--- config.mk ---
export PLATFORM = sky130hd
export DESIGN_NAME = fp16_mul_arbiter
export DESIGN_NICKNAME = d
export VERILOG_FILES = /design/src/rtl/fp16_mul_arbiter.sv
export SDC_FILE = /design/constraint.sdc
export NUM_CORES = 1
export LEC_CHECK = 0
export BUFFER_PORTS_ARGS = -buffer_cell sky130_fd_sc_hd__buf_2
export CAP_MARGIN = 20
export CORE_ASPECT_RATIO = 1.2
export CORE_MARGIN = 3
export CORE_UTILIZATION = 55
export CTS_CLUSTER_SIZE = 10
export DETAILED_ROUTE_END_ITERATION = 8
export PLACE_DENSITY = 0.89
export SYNTH_ARGS = -nofsm -noshare
export SYNTH_HDL_FRONTEND = slang
export SYNTH_SLANG_ARGS = --single-unit
--- constraint.sdc ---
create_clock -name clk -period 4.3 [get_ports clk]
set_clock_uncertainty 0.1 [all_clocks]
set_input_delay 0.215 -clock clk [delete_from_list [all_inputs] [get_ports clk]]
set_output_delay 0.215 -clock clk [all_outputs]
set_load 0.02 [all_outputs]
--- src/rtl/fp16_mul_arbiter.sv ---
// fp16_mul_arbiter
//   Shares one fixed-latency, non-stallable FP16 multiplier core among NREQ
//   requesters. Round-robin grant, registered issue to the core, a tag pipe
//   that re-associates each core result with its requester ID, and a
//   first-word-fall-through result FIFO drained over one valid/ready channel.
//   Issue is credit-limited so the FIFO can never overflow.
//
// Ports
//   clk, rstn              clock, synchronous active-low reset (shared with core)
//   req_valid/req_ready    per-requester handshake; req_ready is one-hot or zero
//   req_a, req_b           packed operands, requester i in bits [16i+15:16i]
//   mul_valid/mul_a/mul_b  registered issue to the core
//   mul_valid_out          core result strobe, LAT cycles after mul_valid
//   mul_result, mul_flags  core result and {overflow, zero, NaN, precisionLost}
//   rsp_valid/rsp_ready    shared response handshake (FIFO head)
//   rsp_id/result/flags    head entry contents (zero while empty)
//   err                    sticky: core strobe and tag pipe disagreed
//   inflight               operations issued and not yet out of the core
module fp16_mul_arbiter #(
   parameter int unsigned NREQ = 4,
   parameter int unsigned LAT  = 4,
   parameter int unsigned OUTQ = 8,
   parameter int unsigned IDW  = 2
) (
   input  logic                       clk,
   input  logic                       rstn,
   input  logic [NREQ-1:0]            req_valid,
   output logic [NREQ-1:0]            req_ready,
   input  logic [16*NREQ-1:0]         req_a,
   input  logic [16*NREQ-1:0]         req_b,
   output logic                       mul_valid,
   output logic [15:0]                mul_a,
   output logic [15:0]                mul_b,
   input  logic                       mul_valid_out,
   input  logic [15:0]                mul_result,
   input  logic [3:0]                 mul_flags,
   output logic                       rsp_valid,
   input  logic                       rsp_ready,
   output logic [IDW-1:0]             rsp_id,
   output logic [15:0]                rsp_result,
   output logic [3:0]                 rsp_flags,
   output logic                       err,
   output logic [$clog2(LAT+1)-1:0]   inflight
);

   // The tag pipe spans LAT+1 cycles, so up to LAT+1 ops can be counted.
   localparam int unsigned IFW  = $clog2(LAT+2);
   localparam int unsigned OCW  = $clog2(OUTQ+1);
   localparam int unsigned PW   = (OUTQ > 1) ? $clog2(OUTQ) : 1;
   localparam int unsigned ENTW = IDW + 16 + 4;

   // ---------------------------------------------------------------------
   // State
   // ---------------------------------------------------------------------
   logic [IDW-1:0]          ptr_q;
   logic [IFW-1:0]          inflight_q;
   logic [OCW-1:0]          occ_q;
   logic [LAT:0]            tag_v_q;
   logic [LAT:0][IDW-1:0]   tag_id_q;
   logic                    mul_valid_q;
   logic [15:0]             mul_a_q;
   logic [15:0]             mul_b_q;
   logic                    err_q;
   logic [PW-1:0]           wr_ptr_q;
   logic [PW-1:0]           rd_ptr_q;
   logic [ENTW-1:0]         mem [OUTQ];

   // ---------------------------------------------------------------------
   // Combinational control
   // ---------------------------------------------------------------------
   logic                    credit;
   logic                    issue;
   logic [NREQ-1:0]         grant_oh;
   logic [IDW-1:0]          grant_idx;
   int unsigned             scan_idx;
   logic                    tag_out_v;
   logic [IDW-1:0]          tag_out_id;
   logic                    push;
   logic                    pop;
   logic [ENTW-1:0]         head;

   assign credit     = (32'(inflight_q) + 32'(occ_q)) < OUTQ;
   assign tag_out_v  = tag_v_q[LAT];
   assign tag_out_id = tag_id_q[LAT];
   assign push       = mul_valid_out & tag_out_v;
   assign rsp_valid  = (occ_q != '0);
   assign pop        = rsp_valid & rsp_ready;
   assign head       = mem[rd_ptr_q];

   // Round-robin search starting at ptr_q, wrapping at NREQ.
   always_comb begin
      grant_oh  = '0;
      grant_idx = '0;
      issue     = 1'b0;
      scan_idx  = 0;
      for (int unsigned i = 0; i < NREQ; i++) begin
         scan_idx = 32'(ptr_q) + i;
         if (scan_idx >= NREQ) begin
            scan_idx = scan_idx - NREQ;
         end
         if (credit && !issue && req_valid[scan_idx]) begin
            issue              = 1'b1;
            grant_idx          = IDW'(scan_idx);
            grant_oh[scan_idx] = 1'b1;
         end
      end
   end

   assign req_ready = grant_oh;

   // ---------------------------------------------------------------------
   // Round-robin pointer
   // ---------------------------------------------------------------------
   always_ff @(posedge clk) begin
      if (!rstn) begin
         ptr_q <= '0;
      end else if (issue) begin
         if (32'(grant_idx) == NREQ - 1) begin
            ptr_q <= '0;
         end else begin
            ptr_q <= grant_idx + IDW'(1);
         end
      end
   end

   // ---------------------------------------------------------------------
   // Issue registers; operands hold when idle
   // ---------------------------------------------------------------------
   always_ff @(posedge clk) begin
      if (!rstn) begin
         mul_valid_q <= 1'b0;
         mul_a_q     <= '0;
         mul_b_q     <= '0;
      end else begin
         mul_valid_q <= issue;
         if (issue) begin
            mul_a_q <= req_a[32'(grant_idx)*16 +: 16];
            mul_b_q <= req_b[32'(grant_idx)*16 +: 16];
         end
      end
   end

   assign mul_valid = mul_valid_q;
   assign mul_a     = mul_a_q;
   assign mul_b     = mul_b_q;

   // ---------------------------------------------------------------------
   // Tag pipe: entered in the grant cycle, so its last stage lines up with
   // mul_valid_out (one register cycle of issue plus LAT of core).
   // ---------------------------------------------------------------------
   always_ff @(posedge clk) begin
      if (!rstn) begin
         tag_v_q  <= '0;
         tag_id_q <= '0;
      end else begin
         tag_v_q  <= {tag_v_q[LAT-1:0], issue};
         tag_id_q <= {tag_id_q[LAT-1:0], grant_idx};
      end
   end

   // ---------------------------------------------------------------------
   // In-flight counter. The decrement follows the tag leaving the pipe, so
   // a spurious core strobe cannot underflow it and a missing strobe does
   // not leak a credit; in normal operation both coincide.
   // ---------------------------------------------------------------------
   always_ff @(posedge clk) begin
      if (!rstn) begin
         inflight_q <= '0;
      end else begin
         unique case ({issue, tag_out_v})
            2'b10:   inflight_q <= inflight_q + IFW'(1);
            2'b01:   inflight_q <= inflight_q - IFW'(1);
            default: inflight_q <= inflight_q;
         endcase
      end
   end

   assign inflight = inflight_q[$clog2(LAT+1)-1:0];

   // ---------------------------------------------------------------------
   // Sticky protocol error
   // ---------------------------------------------------------------------
   always_ff @(posedge clk) begin
      if (!rstn) begin
         err_q <= 1'b0;
      end else if (mul_valid_out != tag_out_v) begin
         err_q <= 1'b1;
      end
   end

   assign err = err_q;

   // ---------------------------------------------------------------------
   // Result FIFO (first-word-fall-through)
   // ---------------------------------------------------------------------
   always_ff @(posedge clk) begin
      if (push) begin
         mem[wr_ptr_q] <= {tag_out_id, mul_result, mul_flags};
      end
   end

   always_ff @(posedge clk) begin
      if (!rstn) begin
         wr_ptr_q <= '0;
         rd_ptr_q <= '0;
         occ_q    <= '0;
      end else begin
         if (push) begin
            if (32'(wr_ptr_q) == OUTQ - 1) begin
               wr_ptr_q <= '0;
            end else begin
               wr_ptr_q <= wr_ptr_q + PW'(1);
            end
         end
         if (pop) begin
            if (32'(rd_ptr_q) == OUTQ - 1) begin
               rd_ptr_q <= '0;
            end else begin
               rd_ptr_q <= rd_ptr_q + PW'(1);
            end
         end
         unique case ({push, pop})
            2'b10:   occ_q <= occ_q + OCW'(1);
            2'b01:   occ_q <= occ_q - OCW'(1);
            default: occ_q <= occ_q;
         endcase
      end
   end

   // Head fields are forced to zero while empty so outputs stay defined.
   assign rsp_id     = rsp_valid ? head[ENTW-1 -: IDW] : '0;
   assign rsp_result = rsp_valid ? head[19:4]          : '0;
   assign rsp_flags  = rsp_valid ? head[3:0]           : '0;

endmodule

==> results by group <==
Final layout
  • Layout cells sized above 1: 0.329
  • Multi-input logic area: 3510 µm²
  • Design area: 14100 µm²
  • Area Growth Syn to Fin: 36.3%
  • Fin util: 0.770
  • Final #Nets: 1221
  • Reg area: 6610 µm²
  • FILL cells: 973

Worst setup path
  • CP startpoint kind: register
  • Worst Path Max Fanout: 10
  • CP Class: register to register
  • Crit path required time: 4560 ps
  • CP Capture Type: register
  • Worst EP arrival: 4460 ps

GRT
  • Vias in the first global route: 8248
  • Gr usage total: 0.292
  • Pin count of the biggest net entering global routing: 45
  • First-pass GRT wire length: 46.2 mm
  • Initial antenna violation count: 8
  • Total gr overflow: 0

Route
  • DR DRC count: 0
  • Routed via count: 7802
  • 1st-iter DRT viols: 619
  • Drt first pass iters: 5
  • Antenna-violating nets left: 0
  • DR vias/cell: 5.89
  • Final WL: 30.7 mm
  • WL/cell: 23.2 µm

Clock network
  • Root buffer cell: clkbuf_16
  • Clock Sinks: 242
  • Clk_lat worst skew: 520 ps
  • Reg clk slew, reported paths: 60 ps
  • CTS Buffer Depth: 3
  • CTS tree: built
  • Num CTS Buffers: 28
  • Max H-tree Level: 1

Logic synthesis
  • Largest cells by area after synthesis: edfxtp_1 51%, dfxtp_1 13%, mux4_2 10%, mux2i_1 8.4%, o221ai_1 2.7%
  • Synth area leader: edfxtp_1
  • Number of synthesized flops with an enable pin: 176
  • Register bit total from synthesis: 242
  • Synth cell types: 55
  • YS warnings: 0
  • Synth Cell Area: 10400 µm²
  • Asr flop ratio synth: 0
  • Cells after synthesis: 656
  • Post-synth top cells: 176 x edfxtp_1, 87 x mux2i_1, 66 x dfxtp_1
  • Syn avg cell area: 15.8 µm²
  • Most used DFF post-synth: edfxtp_1
  • Syn Nets: 833
  • Most common cell in the netlist: edfxtp_1
  • Yosys top cell area share: 0.510
  • Sequential-to-total area share from yosys stat: 0.638

Placed design
  • RePlAce Congestion: 0.857
  • DP Area: 11700 µm²
  • Worst slack at placement: 596 ps
  • Post-detail-place hpwl: 16.2 mm
  • I/O Buffers: 219

STA
  • Setup TNS after final layout: 0 ps
  • Slew Viols, Final: 0
  • Normalized max-slew margin: 0.515
  • Hold Violations, Final: 0
  • Fmax: 238 MHz
  • Final setup vio count: 0
  • Slew @ Worst Pin: 728 ps
  • Setup slack after layout: 103 ps
  • RSZ-0062 raised after global routing: no
  • Final worst-path cycle share: 0.976
  • Min Tclk post-route: 4200 ps
  • Hold Slack: 113 ps

Die
  • Die width: 131 µm
  • Site Rows: 54
  • Core Box Area: 18300 µm²
  • Area of the die: 20500 µm²
  • DIE HEIGHT: 156 µm
  • Starting Density: 0.565
  • Ports: 220

Flow run
  • Maxcap violations: 0

Power and ir drop
  • Pwr dens: 511 nW/µm²
  • Max VDD drop: 0.381 mV
  • P_leak: 5.57 nW

Outcome
  • Status: finished, final reports clean

Hold path
  • Worst min path class: input pin to register
[state kept, by name, indices dropped and copies added, names as in the netlist, named ones only]
| register | cells |
|---|---|
| mem | 176 |
| mul_a | 16 |
| mul_b | 16 |
| tag_id_q | 8 |
| tag_v_q | 5 |
| occ_q | 4 |
| inflight | 3 |
| rd_ptr_q | 3 |
| wr_ptr_q | 3 |
| ptr_q | 2 |
| tag_out_id | 2 |
| err | 1 |
[path summary, 6_finish.rpt]
kind	startpoint	slack [ps]	cells past startpoint	end
worst min register to register	tag_id_q[3]	330	1	tag_id_q[5]
worst max register to register	ptr_q[1]	100	10	mul_a[11]
worst max-delay path	ptr_q[1]	100	10	mul_a[11]
worst min-delay path	rsp_ready	110	4	register
[what timing repair did]
action	CTS	global route
endpoints found under the setup margin	0	25
hold buffers	148	0
hold endpoints to repair	198	0
resized for setup	0	1
buffers inserted	0	5
[cells in the final DEF, fill, tap and decap left out, types with 2 or more instances in the layout]
cell,netlist,layout
a21oi_1,11,11
nand2_1,37,37
nor3b_1,2,2
nand3b_1,2,2
o21ai_1,2,2
nor2_2,0,7
dfxtp_1,66,64
xnor2_1,2,2
a221oi_1,4,4
clkbuf_1,18,19
o221ai_1,32,32
nand2b_1,3,3
mux2i_1,87,87
fa_1,2,2
nand4_1,2,2
diode_2,0,8
edfxtp_1,176,176
clkbuf_16,0,29
ha_1,19,19
dfxtp_2,0,2
mux4_2,47,47
dlygate4sd3_1,0,148
clkinv_2,0,2
a22oi_1,4,4
or2_2,2,2
and2_1,14,13
inv_2,2,2
inv_1,8,8
or3_1,4,4
buf_4,1,25
buf_2,1,219
nor2_1,59,52
buf_12,2,2
nor3_2,0,2
o21ai_0,4,4
xor2_1,3,3
[layer usage]
metal | track usage | share of wire
met1 | 0.341 | 0.35
met2 | 0.509 | 0.50
met3 | 0.0579 | 0.087
met4 | 0.168 | 0.061
met5 | 0 | 0
[cells by family (layout without fill, tap and decap cells)]
group / count (synthesis) / count (layout) / synth area share
AO/OA/AOI/OAI: 68 / 68 / 0.0538
XOR/XNOR: 5 / 5 / 0.00423
adder cells (fa/ha/maj): 21 / 21 / 0.0268
buffers and inverters: 48 / 455 / 0.0279
flip-flops: 242 / 242 / 0.638
multiplexers: 135 / 135 / 0.187
other: 0 / 8 / 0
AND/OR/NAND/NOR: 137 / 138 / 0.0618
[worst max-delay path, stage by stage (launching register included)]
cell           delay, ps
dfxtp_1              560
inv_1                180
ha_1                 450
mux4_2               610
nor2b_1              180
o311ai_2             360
and2_4               340
buf_4                160
mux2i_1              280
dlygate4sd3_1        650
o221ai_1             170
[per-stage QoR]
stage,power (mW),std cells
floorplan,4.14,656
global placement,4.42,1111
detailed placement,4.46,1111
CTS,7.00,1309
global route,7.45,1323
finish,7.20,1324
[where the power goes]
group          switching (mW)  internal [mW]
clock network           0.866           1.24
logic                    1.15           1.18
registers               0.109           2.65
total                    2.12           5.08
[layout make-up]
cell class,instances,area share
sequential,242,0.468
multi-input combinational,367,0.249
timing repair buffer,394,0.199
clock buffer,48,0.0565
tap,252,0.0224
inverter,11,0.00293
antenna,8,0.00142
clock inverter,2,0.000710
(Power assumes the default switching activity.)
